`src/rtl/video_pkg.sv`:
```
// Shared video pipeline types and widths used by the assembler, filter and line-buffer stages.
package video_pkg;

  localparam int HCOUNT_W = 8;
  localparam int VCOUNT_W = 9;

  typedef enum logic [1:0] {
    SYNC_WAIT = 2'd0,
    LINE_WAIT = 2'd1,
    BYTE_HI   = 2'd2,
    BYTE_LO   = 2'd3
  } asm_state_t;

endpackage

```
`src/rtl/camera_pixel_assembler_if.sv`:
```
// Camera byte stream in, tagged RGB565 pixel strobe out.
interface camera_pixel_assembler_if;

  logic                          camera_pclk_in;
  logic                          camera_hs_in;
  logic                          camera_vs_in;
  logic [7:0]                    camera_data_in;
  logic                          data_valid_out;
  logic [15:0]                   pixel_data_out;
  logic [video_pkg::HCOUNT_W-1:0] hcount_out;
  logic [video_pkg::VCOUNT_W-1:0] vcount_out;

  modport master (
    output camera_pclk_in, camera_hs_in, camera_vs_in, camera_data_in,
    input  data_valid_out, pixel_data_out, hcount_out, vcount_out
  );

  modport slave (
    input  camera_pclk_in, camera_hs_in, camera_vs_in, camera_data_in,
    output data_valid_out, pixel_data_out, hcount_out, vcount_out
  );

endinterface

```
`src/rtl/edge_detect.sv`:
```
// One-cycle-delayed copy of a sampled level plus rise/fall pulses against that copy.
module edge_detect (
  input  logic clk_in,
  input  logic rst_in,
  input  logic d,
  output logic prev,
  output logic rise,
  output logic fall
);

  always_ff @(posedge clk_in or posedge rst_in) begin
    if (rst_in) prev <= 1'b0;
    else        prev <= d;
  end

  assign rise = d & ~prev;
  assign fall = ~d & prev;

endmodule

```
`src/rtl/camera_pixel_assembler.sv`:
```
// Camera byte-serial RGB565 to one tagged 16-bit pixel per strobe.
// Optional short-line counter port: define CAMERA_ASSEMBLER_ERRCNT_EN.
module camera_pixel_assembler
  import video_pkg::*;
#(
  parameter int H_ACTIVE = 240,
  parameter int V_ACTIVE = 320
) (
  input  logic clk_in,
  input  logic rst_in,
  camera_pixel_assembler_if.slave cam
`ifdef CAMERA_ASSEMBLER_ERRCNT_EN
  ,
  output logic [7:0] short_line_count_out
`endif
);

  // state     | meaning
  // SYNC_WAIT | no frame start seen since reset, everything ignored
  // LINE_WAIT | between lines, next qualified pclk edge is a high byte
  // BYTE_HI   | in a line, expecting the high byte of a pair
  // BYTE_LO   | in a line, high byte held, expecting the low byte

  // One extra bit so col/row can saturate at H_ACTIVE=256 / V_ACTIVE=512.
  localparam int COL_W = HCOUNT_W + 1;
  localparam int ROW_W = VCOUNT_W + 1;
  localparam logic [COL_W-1:0] COL_MAX = COL_W'(H_ACTIVE);
  localparam logic [ROW_W-1:0] ROW_MAX = ROW_W'(V_ACTIVE);

  logic       pclk_s, hs_s, vs_s;
  logic [7:0] data_s;

  always_ff @(posedge clk_in or posedge rst_in) begin
    if (rst_in) begin
      pclk_s <= 1'b0;
      hs_s   <= 1'b0;
      vs_s   <= 1'b0;
      data_s <= '0;
    end else begin
      pclk_s <= cam.camera_pclk_in;
      hs_s   <= cam.camera_hs_in;
      vs_s   <= cam.camera_vs_in;
      data_s <= cam.camera_data_in;
    end
  end

  logic pclk_prev, pclk_rise, pclk_fall;
  logic hs_prev, hs_rise, hs_fall;
  logic vs_prev, vs_rise, vs_fall;

  edge_detect u_pclk_edge (.clk_in, .rst_in, .d(pclk_s), .prev(pclk_prev), .rise(pclk_rise), .fall(pclk_fall));
  edge_detect u_hs_edge   (.clk_in, .rst_in, .d(hs_s),   .prev(hs_prev),   .rise(hs_rise),   .fall(hs_fall));
  edge_detect u_vs_edge   (.clk_in, .rst_in, .d(vs_s),   .prev(vs_prev),   .rise(vs_rise),   .fall(vs_fall));

  logic unused_edges;
  assign unused_edges = ^{pclk_prev, pclk_fall, hs_prev, hs_rise, vs_prev, vs_fall};

  asm_state_t       state, state_nxt;
  logic [COL_W-1:0] col, col_nxt;
  logic [ROW_W-1:0] row, row_nxt;
  logic [7:0]       hi, hi_nxt;
  logic             emit;
  logic             in_line;

  assign in_line = (state == BYTE_HI) || (state == BYTE_LO);

  always_comb begin
    state_nxt = state;
    col_nxt   = col;
    row_nxt   = row;
    hi_nxt    = hi;
    emit      = 1'b0;
    if (vs_rise) begin
      col_nxt   = '0;
      row_nxt   = '0;
      state_nxt = LINE_WAIT;
    end else if (state != SYNC_WAIT) begin
      // An hs_fall owns the cycle, so a coincident pclk edge is dropped.
      if (hs_fall) begin
        if (in_line) begin
          hi_nxt    = '0;
          col_nxt   = '0;
          row_nxt   = (row == ROW_MAX) ? row : row + ROW_W'(1);
          state_nxt = LINE_WAIT;
        end
      end else if (pclk_rise && hs_s) begin
        case (state)
          LINE_WAIT, BYTE_HI: begin
            hi_nxt    = data_s;
            state_nxt = BYTE_LO;
          end
          BYTE_LO: begin
            emit      = (col < COL_MAX) && (row < ROW_MAX);
            col_nxt   = (col == COL_MAX) ? col : col + COL_W'(1);
            state_nxt = BYTE_HI;
          end
          default: state_nxt = state;
        endcase
      end
    end
  end

  always_ff @(posedge clk_in or posedge rst_in) begin
    if (rst_in) begin
      state              <= SYNC_WAIT;
      col                <= '0;
      row                <= '0;
      hi                 <= '0;
      cam.data_valid_out <= 1'b0;
      cam.pixel_data_out <= '0;
      cam.hcount_out     <= '0;
      cam.vcount_out     <= '0;
    end else begin
      state              <= state_nxt;
      col                <= col_nxt;
      row                <= row_nxt;
      hi                 <= hi_nxt;
      cam.data_valid_out <= emit;
      if (emit) begin
        cam.pixel_data_out <= {hi, data_s};
        cam.hcount_out     <= col[HCOUNT_W-1:0];
        cam.vcount_out     <= row[VCOUNT_W-1:0];
      end
    end
  end

`ifdef CAMERA_ASSEMBLER_ERRCNT_EN
  // A line is short if it ended before H_ACTIVE pixels or with an unpaired byte.
  logic short_line;
  assign short_line = (state != SYNC_WAIT) && !vs_rise && hs_fall && in_line &&
                      ((col < COL_MAX) || (state == BYTE_LO));

  always_ff @(posedge clk_in or posedge rst_in) begin
    if (rst_in)                                        short_line_count_out <= '0;
    else if (vs_rise)                                  short_line_count_out <= '0;
    else if (short_line && short_line_count_out != 8'hff) short_line_count_out <= short_line_count_out + 8'd1;
  end
`endif

endmodule

```
`src/flat_wrapper.sv`:
```
// flat-port wrapper written by rule: the top's interface ports become plain ports
module camera_pixel_assembler_flat import video_pkg::*;
#(
  parameter int H_ACTIVE = 240,
  parameter int V_ACTIVE = 320
)
  (clk_in, rst_in, cam_camera_pclk_in, cam_camera_hs_in, cam_camera_vs_in, cam_camera_data_in, cam_data_valid_out, cam_pixel_data_out, cam_hcount_out, cam_vcount_out);
  camera_pixel_assembler_if cam_i ();
  input  logic clk_in;
  input  logic rst_in;
  input wire logic [$bits(cam_i.camera_pclk_in)-1:0] cam_camera_pclk_in;
  input wire logic [$bits(cam_i.camera_hs_in)-1:0] cam_camera_hs_in;
  input wire logic [$bits(cam_i.camera_vs_in)-1:0] cam_camera_vs_in;
  input wire logic [$bits(cam_i.camera_data_in)-1:0] cam_camera_data_in;
  output wire logic [$bits(cam_i.data_valid_out)-1:0] cam_data_valid_out;
  output wire logic [$bits(cam_i.pixel_data_out)-1:0] cam_pixel_data_out;
  output wire logic [$bits(cam_i.hcount_out)-1:0] cam_hcount_out;
  output wire logic [$bits(cam_i.vcount_out)-1:0] cam_vcount_out;
  assign cam_i.camera_pclk_in = cam_camera_pclk_in;
  assign cam_i.camera_hs_in = cam_camera_hs_in;
  assign cam_i.camera_vs_in = cam_camera_vs_in;
  assign cam_i.camera_data_in = cam_camera_data_in;
  assign cam_data_valid_out = cam_i.data_valid_out;
  assign cam_pixel_data_out = cam_i.pixel_data_out;
  assign cam_hcount_out = cam_i.hcount_out;
  assign cam_vcount_out = cam_i.vcount_out;
  camera_pixel_assembler #(.H_ACTIVE(H_ACTIVE), .V_ACTIVE(V_ACTIVE)) u_core (.clk_in(clk_in), .rst_in(rst_in), .cam(cam_i));
endmodule
```
`config.mk`:
```
export PLATFORM = sky130hd
export DESIGN_NAME = camera_pixel_assembler_flat
export DESIGN_NICKNAME = d
export VERILOG_FILES = /design/src/rtl/video_pkg.sv /design/src/rtl/camera_pixel_assembler_if.sv /design/src/rtl/edge_detect.sv /design/src/rtl/camera_pixel_assembler.sv /design/src/flat_wrapper.sv
export SDC_FILE = /design/constraint.sdc
export NUM_CORES = 1
export LEC_CHECK = 0
export ABC_AREA = 0
export CORE_MARGIN = 4
export CORE_UTILIZATION = 50
export DETAILED_ROUTE_END_ITERATION = 8
export GPL_ROUTABILITY_DRIVEN = 0
export PLACE_DENSITY = 0.74
export SLEW_MARGIN = 30
export SYNTH_ARGS = -nofsm -noshare
export SYNTH_HDL_FRONTEND = slang
export SYNTH_SLANG_ARGS = --single-unit
```
`constraint.sdc`:
```
create_clock -name clk_in -period 6.5 [get_ports clk_in]
set_clock_uncertainty 0.1 [all_clocks]
set_input_delay 1.95 -clock clk_in [delete_from_list [all_inputs] [get_ports clk_in]]
set_output_delay 1.95 -clock clk_in [all_outputs]
set_load 0.01 [all_outputs]
```
==> impl_results.md, run 1 <==
* Final ANT Viol Nets at 0
* Drt initial violations at 64
* Sequential-to-total area share from yosys stat at slightly below 60%
* Vias at 2061
* Clock period minus worst slack at approximately 3.3 ns
* Clk pwr share at approximately 25%
* Reg power frac at approximately 47%
* Worst path bufs/invs at 1
* Root buf cell: clkbuf_8
* Die Width at between 80 and 90 um
* Int Power at slightly below 1 mW
* Worst Max-Slew Pin Slew at between 0.7 and 0.8 ns
* Filler cell count at 522
* Post-CTS Setup Inserts at 0
* Nature of the critical path endpoint: primary output
* CP Launch Type: register
* Clock sinks at 77
* Hold_buf cts at 0
* Largest net degree at the start of global routing at 45
* Starting Density at between 50% and 60%
* Static Leak at around 1.8 nW
* NetSw at around 410 uW
* First drt pass iteration count at 4
* Max Root-Sink Buffers at 2
* Max H-tree Level at 3
* Number of synthesized flops with an enable pin at 0
* CTS Buf Count at 9
* PD cells at 348 nW/um^2
* Comb pwr share at 27.5%
* Final Hold Fails at 0
* Post-DP HPWL at between 3000 and 4000 um
* Rows at 29
* Number of global-route vias before repair at approximately 2.1k
* Clk_lat worst skew at about 0.34 ns
* Worst VDD drop at approximately 0.00021 V
* Critical path's largest stage delay at approximately 0.54 ns
* Max Freq at just over 300 MHz
* First-pass GRT wire length at around 10000 um
* CTS tree: built
* Overflow after GRT at 0
* Share of layout cells above drive strength 1 at between 10% and 20%
* Critical path class: reg2out
* Hold crit path type: reg2reg
* Via density at between 5 and 6
* Crit path required time at approximately 4.5 ns
* Worst path cell trace: clkdlybuf4s50_1
* Average cell area after synthesis at approximately 13 um^2
* Total Routing Usage GR at 16.1%
* Drt drc at 0
* Slowest cell on crit path: clkdlybuf4s50_1
* Reg clk slew, reported paths at ~0.080 ns
* Drt wl/cell at 14.2 um
* Mapped Area at between 3000 and 4000 um^2
* Number of synthesized register bits at between 70 and 80
* Core Footprint at between 6000 and 7000 um^2
* Post-Syn Nets at between 200 and 300
* # nets final at 328
* Worst slack, placed at about 2.9 ns
* Buffers on Ports at 46
* # IOs at 47
* Sw Ratio at 29.7%
* Synth cell types at between 40 and 50
* Critical path's top delay family: buffers and inverters
* Antenna fix cells at 0
* Critical Path Fanout Max at 2
* Yosys warnings at 0
* Final setup fails at 0
* Total length of routed wires at ~5500 um
* Layout area overhead at 21.3%
* Pins over their slew limit at 0
* Fin Setup TNS at 0 ns
* Post-CTS sizing at 0
* Final worst slack at about 3.2 ns
* Die area at just under 8000 um^2
* Initial antenna violation count at 0
* Run status: finished, final reports clean
* Max Cap Viol at 0
* Ys async rst share at 100%
* Mapped Cells at approximately 260
* RSZ-0062 raised after global routing: no
* Rel. slew slack at a little over half
* Fin crit share at roughly half
* Die Ht at slightly below 90 um
* CP arrival at about 1.3 ns
* Main synth FF type: dfrtp_1
-- worst paths after layout --
check	slack (ns)	endpoint	from	depth (start not counted)
setup / recovery	3.20	cam_pixel_data_out[11]	u_core.cam.pixel_data_out[11]	1
hold / removal	0.27	u_core.u_pclk_edge.prev	u_core.pclk_s	0
setup reg to reg	3.91	u_core.cam.pixel_data_out[6]	u_core.vs_s	6
hold reg to reg	0.27	u_core.u_pclk_edge.prev	u_core.pclk_s	0
max in group asynchronous	3.51	u_core.cam.vcount_out[6]	rst_in	3
min in group asynchronous	1.92	u_core.data_s[3]	rst_in	2
-- sequential cells by signal, indices dropped and copies added, names as in the netlist --
register and flops:
u_core.cam.vcount_out 9, u_core.col 9, u_core.state 2, u_core.cam.pixel_data_out 16
u_core.pclk_s 1, u_core.hi 8, u_core.hs_s 1, u_core.cam.hcount_out 8
u_core.u_hs_edge.prev 1, u_core.cam.data_valid_out 1, u_core.u_vs_edge.prev 1, u_core.data_s 8
u_core.vs_s 1, u_core.u_pclk_edge.prev 1, u_core.row 10
-- routing by layer --
layer | track usage (%) | up-vias | part of all wire (%)
li1 | - | 1001 | -
met1 | 22.7 | 1013 | 48
met2 | 24.0 | 37 | 47
met3 | 3.17 | 10 | 3.3
met4 | 7.69 | 0 | 2.2
met5 | 0 | - | 0
-- area by class of cell --
class,instances,area (um^2),area share [%]
Clock inverter,6,63.8,1.62
Inverter,9,35.0,0.887
Sequential cell,77,1930,48.8
Tap cell,77,96.3,2.44
Multi-Input combinational cell,163,1220,31.0
Timing Repair Buffer,48,475,12.0
Clock buffer,10,128,3.23
-- layout by cell type, fill, tap and decap left out, types with 2 or more instances in the layout --
| master | netlist | routed |
|---|---|---|
| inv_1 | 9 | 8 |
| nor4b_1 | 3 | 3 |
| nand3_1 | 11 | 11 |
| nor2_1 | 14 | 14 |
| nor3_1 | 2 | 2 |
| clkinvlp_4 | 0 | 2 |
| ha_1 | 7 | 7 |
| nor4_1 | 4 | 4 |
| o31ai_1 | 2 | 2 |
| nand4_1 | 4 | 4 |
| buf_4 | 1 | 2 |
| and3_1 | 6 | 6 |
| xnor2_1 | 7 | 7 |
| nand2_1 | 24 | 24 |
| clkdlybuf4s50_1 | 0 | 46 |
| dfrtp_1 | 77 | 77 |
| mux2_1 | 4 | 4 |
| o21ai_0 | 15 | 15 |
| clkbuf_8 | 0 | 9 |
| xor2_1 | 6 | 6 |
| mux2_2 | 29 | 29 |
| a211oi_2 | 2 | 2 |
| clkinv_2 | 0 | 3 |
| a21oi_1 | 2 | 2 |
| nand2b_1 | 2 | 2 |
-- logic make-up after synthesis --
logic type	share of synthesized area, %
xor gates and xnor gates	3.50
DFF	59.2
muxes	11.9
adders and majority gates	2.69
buffers and inverters	3.23
and+or+nand+nor	14.3
AOI/OAI and AO/OA	5.15
-- cells in the mapped netlist (3+ instances only) --
master   count  area share [%]
dfrtp_1     77              59
mux2_2      29              10
nand2_1     24             2.8
o21ai_0     15             2.3
nor2_1      14             1.6
nand3_1     11             1.7
inv_1        9             1.0
ha_1         7             2.7
xnor2_1      7             1.9
and3_1       6             1.2
xor2_1       6             1.6
buf_6        4             1.4
mux2_1       4             1.4
nand4_1      4            0.77
nor4_1       4            0.77
nor4b_1      3            0.81
-- stage by stage --
stage               cell area, um^2  util, %  total power [mW]  cells  hold WS [ns]
global route                   3950     62.2              1.47    390         0.289
CTS                            3950     62.1              1.39    390         0.282
floorplan                      3250        -             0.865    258         0.247
finish                         3950     62.2              1.37    390         0.272
detailed placement             3750     59.1              1.04    374         0.264
global placement               3750     59.1              1.03    374         0.258
-- power by group through the flow --
stage / Combinational, mW / Clock (mW) / Sequential (mW)
after floorplan: 0.190 / 0 / 0.675
after global placement: 0.372 / 0 / 0.659
after detailed placement: 0.382 / 0 / 0.662
after CTS: 0.384 / 0.356 / 0.653
after global routing: 0.425 / 0.376 / 0.667
final: 0.377 / 0.344 / 0.651
(Power assumes the default switching activity.)
==> run 2, diff against run 1 <==
clock period = 3.1 ns   (was 6.5 ns; I/O delays follow)
==> impl_results.md, run 2 (synthesis results as in run 1) <==
* Rows at 29 (unchanged)
* Total Routing Usage GR at 16.4% (was 16.1%)
* Pins over their slew limit at 0 (unchanged)
* # nets final at 329 (was 328)
* Total length of routed wires at 5770 um (was 5540 um)
* Initial antenna violation count at 0 (unchanged)
* Launch point of the critical path: u_core.state[1] (was u_core.cam.pixel_data_out[11])
* Drt wl/cell at 14.8 um (was 14.2 um)
* Via density at 5.33 (was 5.28)
* Final Hold Fails at 0 (unchanged)
* Drt initial violations at 64 (unchanged)
* Clock period minus worst slack at 2.33 ns
* Number of global-route vias before repair at 2104 (was 2119)
* Worst path cell trace: inv_1 -> ha_1 -> nor3b_1 -> a21o_2 -> o31ai_1 -> or4_1 -> nand2_1 (was clkdlybuf4s50_1)
* Overflow after GRT at 0 (unchanged)
* Worst r2r src: u_core.state[1] (was u_core.vs_s)
* Drt drc at 0 (unchanged)
* Post-DP HPWL at 3910 um (was 3870 um)
* Max Cap Viol at 0 (unchanged)
* Beginning of the worst hold path: u_core.pclk_s (unchanged)
* Die area at 7860 um^2 (unchanged)
* Fin crit share at between 70% and 80%
* Post-CTS sizing at 0 (unchanged)
* Max Root-Sink Buffers at 2 (unchanged)
* Largest regs: u_core.cam.pixel_data_out: 16 flops, u_core.row: 10 flops (unchanged)
* Die Ht at 88.7 um (unchanged)
* Number of flip-flops under the largest register name at 16 (unchanged)
* Max Freq at roughly 430 MHz
* Run status: finished, final reports clean (unchanged)
* Clk_lat worst skew at 0.35 ns (was 0.34 ns)
* Most flop-heavy register: u_core.cam.pixel_data_out (unchanged)
* Fin Setup TNS at 0 ns (unchanged)
* Starting Density at 51.3% (unchanged)
* Share of layout cells above drive strength 1 at 19.1% (was 18.5%)
* Hold crit path type: reg2reg (unchanged)
* Die Width at 88.7 um (unchanged)
* CTS Buf Count at 9 (unchanged)
* CTS tree: built (unchanged)
* Root buf cell: clkbuf_8 (unchanged)
* Critical Path Fanout Max at 17 (was 2)
* CP arrival at 2.52 ns (was 1.25 ns)
* Worst slack, placed at 0.766 ns (was 2.88 ns)
* Total power at 3.00 mW (was 1.37 mW)
* Nature of the critical path endpoint: register (was primary output)
* Vias at 2083 (was 2061)
* Critical path class: reg2reg (was reg2out)
* Antenna fix cells at 0 (unchanged)
* Post-CTS Setup Inserts at 0 (unchanged)
* Worst VDD drop at 0.000402 V (was 0.000209 V)
* Largest net degree at the start of global routing at 78 (was 45)
* Core Footprint at 6350 um^2 (unchanged)
* Max H-tree Level at 3 (unchanged)
* First drt pass iteration count at 4 (unchanged)
* Buffers on Ports at 46 (unchanged)
* Worst Max-Slew Pin Slew at 0.582 ns (was 0.719 ns)
* Filler cell count at 491 (was 522)
* Crit path required time at 3.29 ns (was 4.45 ns)
* Static Leak at 1.84 nW (was 1.81 nW)
* Worst reg2reg setup slack at 0.77 ns (was 3.91 ns)
* Slowest cell on crit path: or4_1 (was clkdlybuf4s50_1)
* CP Launch Type: register (unchanged)
* Commonest non-fill, non-tap cell in the layout: dfrtp_1 (unchanged)
* Final Hold Slack at 0.281 ns (was 0.272 ns)
* Rel. slew slack at 61.1% (was 52.0%)
* # IOs at 47 (unchanged)
* Layout area overhead at 22.8% (was 21.3%)
* RSZ-0062 raised after global routing: no (unchanged)
* Critical path's largest stage delay at 0.49 ns (was 0.54 ns)
* First-pass GRT wire length at 9780 um (was 9770 um)
* Most frequent cells in the layout: 77 x dfrtp_1, 46 x clkdlybuf4s50_1, 29 x mux2_2 (unchanged)
* Final ANT Viol Nets at 0 (unchanged)
* Final worst slack at 0.770 ns (was 3.20 ns)
* Reg clk slew, reported paths at 0.08 ns (about the same)
* Clock sinks at 77 (unchanged)
* PD cells at 751 nW/um^2 (was 348 nW/um^2)
* Hold_buf cts at 0 (unchanged)
* Final setup fails at 0 (unchanged)
## run 2: cell count changes in the layout (fill, tap and decap cells not counted), sizes merged
cell / delta
clkbuf: -1
bufinv: +1
clkinv: -3
buf: +1
inv: +3
## run 2: worst max-delay path: cells and delay by family, from the launching register on
| family | cells | cell delay, ns |
|---|---|---|
| AOI/OAI and AO/OA | 2 | 0.59 |
| adders and majority gates | 1 | 0.22 |
| buffers and inverters | 1 | 0.07 |
| and+or+nand+nor | 3 | 0.90 |
| DFF | 1 | 0.38 |
## run 2: where the power goes
group	total [mW]	switching [mW]	internal, mW
Clock	0.837	0.380	0.457
Combinational	0.798	0.367	0.431
Sequential	1.37	0.141	1.22
## run 2: area by class of cell
cell class	instances	area, um^2	area share (%)
inverters	9	33.8	0.845
multi-input cells	163	1220	30.6
clock inverters	7	97.6	2.44
repair buffers	49	495	12.4
flip-flops and latches	77	1930	48.2
well taps	77	96.3	2.41
clock buffers	9	124	3.10
## run 2: worst paths after layout
path                                                   to  depth (start not counted)
worst min register to register    u_core.u_pclk_edge.prev                          0
worst min-delay path              u_core.u_pclk_edge.prev                          0
worst max register to register              u_core.row[3]                          7
worst max-delay path                        u_core.row[3]                          7
min in group asynchronous       u_core.cam.data_valid_out                          3
max in group asynchronous        u_core.cam.vcount_out[3]                          3
## run 2: stage by stage
step                      cell area [um^2]  util, %  cells
after CTS                             4000     62.9    391
after global placement                3770     59.4    375
final                                 4000     62.9    391
after global routing                  4000     62.9    391
after detailed placement              3770     59.4    375
after floorplan                       3250        -    258
## run 2: metal layers
metal	vias to the layer above	track usage (%)	part of all wire, %
met1	1014	22.8	46
met5	-	0	0
met4	0	9.20	2.4
met3	12	3.63	4.0
li1	1011	-	-
met2	46	24.0	47
==> run 3, diff against run 2 <==
clock period = 2.2 ns   (was 3.1 ns; I/O delays follow)
==> impl_results.md, run 3 (synthesis results as in run 1) <==
* Static Leak at 1.85 nW (was 1.84 nW)
* Largest regs: u_core.cam.pixel_data_out: 16 flops, u_core.row: 10 flops (unchanged)
* CTS tree: built (unchanged)
* Post-DP HPWL at 3880 um (was 3910 um)
* Die Width at 88.7 um (unchanged)
* Rows at 29 (unchanged)
* Post-CTS Setup Inserts at 0 (unchanged)
* Die area at 7860 um^2 (unchanged)
* Vias at 2082 (was 2083)
* Final Hold Slack at 0.282 ns (was 0.281 ns)
* Final Hold Fails at 0 (unchanged)
* Most flop-heavy register: u_core.cam.pixel_data_out (unchanged)
* PD cells at 1020 nW/um^2 (was 751 nW/um^2)
* Fin Setup TNS at 0 ns (unchanged)
* Starting Density at 51.3% (unchanged)
* Die Ht at 88.7 um (unchanged)
* Largest net degree at the start of global routing at 48 (was 78)
* CP arrival at 2.22 ns (was 2.52 ns)
* Crit path required time at 2.33 ns (was 3.29 ns)
* Clock sinks at 77 (unchanged)
* Drt wl/cell at 14.0 um (was 14.8 um)
* Via density at 5.26 (was 5.33)
* Root buf cell: clkbuf_8 (unchanged)
* Clk_lat worst skew at 0.35 ns (about the same)
* Commonest non-fill, non-tap cell in the layout: dfrtp_1 (unchanged)
* Final ANT Viol Nets at 0 (unchanged)
* First drt pass iteration count at 4 (unchanged)
* Final setup fails at 0 (unchanged)
* Drt initial violations at 75 (was 64)
* # nets final at 334 (was 329)
* Core Footprint at 6350 um^2 (unchanged)
* Total power at 4.11 mW (was 3.00 mW)
* Pins over their slew limit at 0 (unchanged)
* Max Root-Sink Buffers at 2 (unchanged)
* Total Routing Usage GR at 16.1% (was 16.4%)
* Storage cell area at 1930 um^2 (unchanged)
* Rel. slew slack at 59.4% (was 61.1%)
* Met1 wire length at 2690 um (was 2670 um)
* Total length of routed wires at 5550 um (was 5770 um)
* Hold crit path type: reg2reg (unchanged)
* Multi-input gate area at 1230 um^2 (was 1220 um^2)
* First-pass GRT wire length at 9540 um (was 9780 um)
* Fin crit share at 94.7% (was 75.2%)
* Worst reg2reg setup slack at 0.12 ns (was 0.77 ns)
* Filler cell count at 503 (was 491)
* Most frequent cells in the layout: 77 x dfrtp_1, 46 x clkdlybuf4s50_1, 29 x mux2_2 (unchanged)
* Clock period minus worst slack at 2.08 ns (was 2.33 ns)
* Overflow after GRT at 0 (unchanged)
* RSZ-0062 raised after global routing: yes (was no)
* Number of flip-flops under the largest register name at 16 (unchanged)
* Number of global-route vias before repair at 2051 (was 2104)
* Critical path class: reg2reg (unchanged)
* Met3 Wirelength at 189 um (was 233 um)
* Max Freq at 480 MHz (was 429 MHz)
* Critical Path Fanout Max at 7 (was 17)
* # IOs at 47 (unchanged)
* CTS Buf Count at 9 (unchanged)
* Run status: finished, final reports clean (unchanged)
* Buffers on Ports at 46 (unchanged)
* Nature of the critical path endpoint: register (unchanged)
* Max Cap Viol at 0 (unchanged)
* Worst VDD drop at 0.000573 V (was 0.000402 V)
* Highest Signal Layer: met4 (unchanged)
* Max H-tree Level at 3 (unchanged)
* Reg clk slew, reported paths at 0.07 ns (was 0.08 ns)
* WL met2 at 2570 um (was 2730 um)
* Share of layout cells above drive strength 1 at 20.4% (was 19.1%)
* Drt drc at 0 (unchanged)
* Initial antenna violation count at 0 (unchanged)
* Layout area overhead at 23.7% (was 22.8%)
* Antenna fix cells at 0 (unchanged)
* CP Launch Type: register (unchanged)
* Worst Max-Slew Pin Slew at 0.607 ns (was 0.582 ns)
-- run 3: worst max-delay path, cell delays in order (launching register included) --
cell,delay [ns]
dfrtp_1,0.39
inv_1,0.11
ha_1,0.23
inv_1,0.09
a211oi_2,0.53
nor4_4,0.10
nand3_1,0.13
mux2_4,0.30
-- run 3: area by class of cell --
type	instances	share of cell area [%]
inverter	9	0.933
tap	77	2.39
sequential	77	47.9
clock inverter	6	1.59
timing repair buffer	54	13.6
multi-input combinational	163	30.5
clock buffer	10	3.17
-- run 3: final timing paths --
check / from / endpoint / depth (start not counted)
setup / recovery: u_core.state[0] / u_core.col[6] / 7
hold / removal: u_core.pclk_s / u_core.u_pclk_edge.prev / 0
setup reg to reg: u_core.state[0] / u_core.col[6] / 7
hold reg to reg: u_core.pclk_s / u_core.u_pclk_edge.prev / 0
max in group asynchronous: rst_in / u_core.row[8] / 3
min in group asynchronous: rst_in / u_core.cam.pixel_data_out[13] / 2
-- run 3: where the power goes --
group	switching, mW	internal [mW]	total (mW)
sequential	0.201	1.73	1.93
clock	0.501	0.522	1.02
combinational	0.522	0.637	1.16
total	1.22	2.88	4.11
-- run 3: through the flow --
stage | util [%] | setup WS [ns] | cells | cell area [um^2]
final | 63.4 | 0.116 | 396 | 4030
after global routing | 63.4 | -0.0119 | 396 | 4030
after CTS | 63.3 | 0.0672 | 396 | 4020
after detailed placement | 60.3 | 0.0907 | 380 | 3830
after global placement | 60.3 | 0.179 | 380 | 3830
after floorplan | - | 0.262 | 258 | 3260
-- run 3: metal layers --
layer	up-vias	global-route usage (%)
met5	-	0
met2	33	23.6
met1	1021	22.1
met4	0	7.83
li1	1019	-
met3	9	4.19
-- run 3: repair_timing --
action / CTS / global route
resized for setup: 0 / 1
hold buffers: 0 / 0
endpoints found under the setup margin: 0 / 2
